## src/rtl/fwft_small_fifo.sv

```systemverilog
// Single-clock first-word-fall-through FIFO. The head word is held in a register, so
// dout is never a combinational path from din.
module fwft_small_fifo #(
  parameter int WIDTH               = 72,
  parameter int MAX_DEPTH_BITS      = 3,
  parameter int PROG_FULL_THRESHOLD = (2 ** MAX_DEPTH_BITS) - 1
) (
  input  logic             clk,
  input  logic             resetn,
  input  logic [WIDTH-1:0] din,
  input  logic             wr_en,
  input  logic             rd_en,
  output logic [WIDTH-1:0] dout,
  output logic             full,
  output logic             nearly_full,
  output logic             prog_full,
  output logic             empty
);

  localparam int unsigned DEPTH = 2 ** MAX_DEPTH_BITS;
  localparam int unsigned PW    = MAX_DEPTH_BITS;
  localparam int unsigned CW    = MAX_DEPTH_BITS + 1;

  localparam logic [CW-1:0] C_DEPTH    = CW'(DEPTH);
  localparam logic [CW-1:0] C_NEARLY   = CW'(DEPTH - 1);
  localparam logic [CW-1:0] C_PROG_THR = CW'(PROG_FULL_THRESHOLD);

  logic [WIDTH-1:0] r_mem [DEPTH];
  logic [PW-1:0]    r_rd_ptr;
  logic [PW-1:0]    r_wr_ptr;
  logic [CW-1:0]    r_count;
  logic [WIDTH-1:0] r_dout;

  logic             w_empty;
  logic             w_full;
  logic             w_push;
  logic             w_pop;
  logic [PW-1:0]    w_rd_ptr_inc;
  logic [PW-1:0]    w_wr_ptr_inc;
  logic [PW-1:0]    w_head_idx;
  logic [CW-1:0]    w_count_nxt;
  logic [CW-1:0]    w_count_after_pop;
  logic [WIDTH-1:0] w_dout_nxt;

  assign w_empty      = (r_count == '0);
  assign w_full       = (r_count == C_DEPTH);
  assign w_push       = wr_en & ~w_full;
  assign w_pop        = rd_en & ~w_empty;
  assign w_rd_ptr_inc = r_rd_ptr + PW'(1);
  assign w_wr_ptr_inc = r_wr_ptr + PW'(1);

  always_comb begin
    w_count_nxt = r_count;
    case ({w_push, w_pop})
      2'b10:   w_count_nxt = r_count + CW'(1);
      2'b01:   w_count_nxt = r_count - CW'(1);
      default: w_count_nxt = r_count;
    endcase
  end

  assign w_count_after_pop = r_count - CW'(w_pop);
  assign w_head_idx        = w_pop ? w_rd_ptr_inc : r_rd_ptr;

  // Next head word: when nothing older survives this edge the new head is the word
  // being written now, which is not yet in the array, so take it from din.
  always_comb begin
    w_dout_nxt = r_dout;
    if (w_count_nxt != '0) begin
      if (w_push && (w_count_after_pop == '0)) begin
        w_dout_nxt = din;
      end else begin
        w_dout_nxt = r_mem[w_head_idx];
      end
    end
  end

  always_ff @(posedge clk) begin
    if (w_push) begin
      r_mem[r_wr_ptr] <= din;
    end
  end

  always_ff @(posedge clk or negedge resetn) begin
    if (!resetn) begin
      r_rd_ptr <= '0;
      r_wr_ptr <= '0;
      r_count  <= '0;
      r_dout   <= '0;
    end else begin
      if (w_push) begin
        r_wr_ptr <= w_wr_ptr_inc;
      end
      if (w_pop) begin
        r_rd_ptr <= w_rd_ptr_inc;
      end
      r_count <= w_count_nxt;
      r_dout  <= w_dout_nxt;
    end
  end

  assign dout        = r_dout;
  assign empty       = w_empty;
  assign full        = w_full;
  assign nearly_full = (r_count >= C_NEARLY);
  assign prog_full   = (r_count >= C_PROG_THR);

endmodule

```

## config.mk

```make
export PLATFORM = sky130hd
export DESIGN_NAME = fwft_small_fifo
export DESIGN_NICKNAME = d
export VERILOG_FILES = /design/src/rtl/fwft_small_fifo.sv
export SDC_FILE = /design/constraint.sdc
export NUM_CORES = 1
export LEC_CHECK = 0
export ABC_AREA = 1
export ABC_CLOCK_PERIOD_IN_PS = 5200
export BUFFER_PORTS_ARGS = -buffer_cell sky130_fd_sc_hd__buf_2
export CAP_MARGIN = 20
export CORE_UTILIZATION = 51
export CTS_CLUSTER_SIZE = 24
export DETAILED_ROUTE_END_ITERATION = 7
export PLACE_DENSITY = 0.68
export SLEW_MARGIN = 20
export SYNTH_ARGS = -nofsm -noshare
export SYNTH_HDL_FRONTEND = slang
export SYNTH_SLANG_ARGS = --single-unit
```

## constraint.sdc

```tcl
create_clock -name clk -period 5.2 [get_ports clk]
set_input_delay 0.26 -clock clk [delete_from_list [all_inputs] [get_ports clk]]
set_output_delay 0.26 -clock clk [all_outputs]
set_load 0.01 [all_outputs]
```

==> results.sh <==
export IMPL_synthAdderAreaFrac_pct=0.2563
export IMPL_nNetsFinal=3180
export IMPL_clock_sinks=658
export IMPL_setup_ws_ps=1162
export IMPL_synth_area_mm2=0.02929
export IMPL_crit_chain="nor2_1, nand2_2, nand2_4, inv_2, ha_1, nand2_1, inv_1, nor2_1, ha_1, o21ai_0, inv_1, or2_1, nor2_1, nand3_4, buf_12, nand2_1, inv_1, a21oi_1"
export IMPL_slowest_delay_ps=550
export IMPL_die_h_um=241.7
export IMPL_drive_gt1_share_pct=9.648
export IMPL_wl_per_cell_um=19.45
export IMPL_rsz0062_at_grt="false"
export IMPL_gp_congestion=0.8002
export IMPL_drc=0
export IMPL_postSynthAreaPerCell_um2=9.984
export IMPL_min_path_type="in -> reg"
export IMPL_drt_iter0_markers=2047
export IMPL_synth_edf_count=576
export IMPL_clkTransAtPathRegs_ps=60
export IMPL_diodes=0
export IMPL_status="finished clean"
export IMPL_yosys_mux_area_fraction_pct=0
export IMPL_synth_top_area_share_pct=59.05
export IMPL_htree_levels=3
export IMPL_power_total_w=0.01925
export IMPL_ioPinCount=152
export IMPL_synth_simple_area_share_pct=20.97
export IMPL_finalMaxSlewViolations=0
export IMPL_synthArstFlopShare_pct=12.46
export IMPL_dp_hpwl_um=38420
export IMPL_post_cts_buffers=0
export IMPL_finalCritPeriodShare_pct=77.65
export IMPL_syn_to_final_growth_pct=14.79
export IMPL_ys_flop_type="edfxtp_1"
export IMPL_yosysTopAreaCell="edfxtp_1"
export IMPL_cap_violations=0
export IMPL_clkLatencyLatePin_ps=590
export IMPL_start_util_pct=51.75
export IMPL_post_route_util_pct=59.41
export IMPL_synth_compound_area_share_pct=1.418
export IMPL_timing_fmax_mhz=247.7
export IMPL_dieArea_mm2=0.05840
export IMPL_clk_path_buf_depth=3
export IMPL_finalSetupTns_ps=0
export IMPL_cts_made_buffers=69
export IMPL_portBuffers=151
export IMPL_period_minus_slack_ps=4038
export IMPL_synthTopCellsByArea="edfxtp_1, nand3_1, inv_1"
export IMPL_grt_overflow=0
export IMPL_routed_wl_um=75980
export IMPL_grt_max_degree=214
export IMPL_worstPathMaxFanout=92
export IMPL_antenna_found_initial=3
export IMPL_path_class="reg -> reg"
export IMPL_yosysSeqAreaShare_pct=66.05
export IMPL_firstDrtPassIters=8
export IMPL_syn_inst=2934
export IMPL_multi_input_area_mm2=0.006789
export IMPL_setup_viol=0
export IMPL_via_per_inst=5.450
export IMPL_post_cts_resized=0
export IMPL_hold_viol=0
export IMPL_netlist_top_cells_count="nand3_1, inv_1, edfxtp_1"
export IMPL_coreArea_mm2=0.05660
export IMPL_finalClockSkew_ps=16.23
export IMPL_leakage_nw=14.91
export IMPL_fill_cells=4613
export IMPL_syn_num_nets=3016
export IMPL_antenna_left=0
export IMPL_cp_arrival_ps=4560
export IMPL_slew_headroom_pct=27.64
export IMPL_grt_pass1_wl_um=117900
export IMPL_timing_worst_slew_pin_value_ps=1085
export IMPL_synth_top_family_by_area="simple AND/OR/NAND/NOR gates"
export IMPL_grt_use_total_pct=25.95
export IMPL_ff_latch_area_mm2=0.01935
export IMPL_grt_pass1_vias=20980
export IMPL_cts_tree="yes"
export IMPL_rows=87
export IMPL_yosys_warnings=0
export IMPL_ys_ff_latch=658
export IMPL_power_density_mw_per_mm2=572.5
export IMPL_yosysMostFrequentCell="nand3_1"
export IMPL_synth_xor_area_share_pct=0.1196
export IMPL_worst_setup_path_start_kind="flop"
export IMPL_slowest_stage="nand3_4"
export IMPL_cts_root_buf="clkbuf_16"
export IMPL_synthDistinctLibCells=26
export IMPL_worstSetupEndpointType="flop"
export IMPL_reg2reg_slack_ps=1160
export IMPL_post_place_ws_ps=1203
export IMPL_vias=21290
export IMPL_die_w_um=241.7
export IMPL_crit_required_ps=5720
export IMPL_ir_drop_v=0.0003625
==> report_power, final <==
part | internal (W) | switching [W] | total (W) | leakage, nW
logic | 0.00231 | 0.00514 | 0.00745 | 7.71
registers | 0.00680 | 0.000362 | 0.00716 | 6.18
clock network | 0.00267 | 0.00197 | 0.00464 | 1.02
==> sequential cells by signal, indices dropped and copies added, names as in the netlist <==
| register | flops |
|---|---|
| r_count | 4 |
| r_mem | 576 |
| dout | 72 |
| r_wr_ptr | 3 |
| r_rd_ptr | 3 |
==> worst max-delay path: cells and delay by family, from the launching register on <==
| family | cells | cell delay, ps |
|---|---|---|
| AO/OA/AOI/OAI | 2 | 280 |
| adder cells (fa/ha/maj) | 2 | 510 |
| AND/OR/NAND/NOR | 9 | 1900 |
| buffers and inverters | 5 | 740 |
| flip-flops | 1 | 460 |
==> layout by cell type, fill, tap and decap left out, types with 3 or more instances in the layout <==
master         instances
nand2_2                4
clkbuf_16             71
buf_12                15
dlygate4sd3_1         69
inv_1                663
clkbuf_8               4
clkbuf_1              24
clkinv_2               8
buf_2                150
a21oi_1               73
clkinv_1              10
buf_4                 23
edfxtp_1             576
nand2_1              457
dfrtp_1               82
nor2_4                 8
inv_2                  3
nor2_1                78
nand3_1              798
ha_1                   6
nand3_4                3
==> stage by stage <==
stage | instance area, um^2 | instances | hold slack, ps
global placement | 30790 | 3712 | 324.0
CTS | 33610 | 3906 | 0.8247
global route | 33630 | 3907 | 26.23
finish | 33630 | 3907 | 19.10
detailed placement | 30810 | 3713 | 331.9
floorplan | 29290 | 2934 | -35.59
==> routing by layer <==
metal | GRT usage [%] | up-vias | share of wire (%)
met5 | 0 | - | 0.046
met4 | 9.010 | 6 | 2.3
met3 | 4.573 | 145 | 8.7
met2 | 42.59 | 966 | 48
met1 | 34.93 | 10300 | 41
li1 | - | 9881 | -
==> cell families (layout without fill, tap and decap cells) <==
kind of cell    Yosys count  after routing
simple gates           1357           1357
flops                   658            658
buf+inv                 831           1048
compound gates           78             78
fa+ha+maj                 6              6
xor+xnor                  4              4
==> path summary, 6_finish.rpt <==
| kind | start | end | cells past startpoint |
|---|---|---|---|
| hold reg to reg | dout[11] | dout[11] | 2 |
| setup / recovery | r_count[0] | dout[2] | 18 |
| setup reg to reg | r_count[0] | dout[2] | 18 |
| max in group asynchronous | resetn | dout[12] | 3 |
| hold / removal | wr_en | r_wr_ptr[0] | 4 |
| min in group asynchronous | resetn | dout[52] | 2 |
==> repair_timing <==
item | in CTS | in global routing
endpoints found under the setup margin | 0 | 0
endpoints found under the hold margin | 580 | 0
hold buffers | 69 | 0
==> cell type report <==
| type | instances | share of cell area [%] |
|---|---|---|
| clock buffers | 99 | 5.715 |
| clock inverters | 25 | 0.5321 |
| inverters | 666 | 7.434 |
| multi-input cells | 1445 | 20.19 |
| flip-flops and latches | 658 | 57.54 |
| well taps | 756 | 2.813 |
| repair buffers | 258 | 5.775 |
Note: power is estimated with default switching activity, not from simulation.
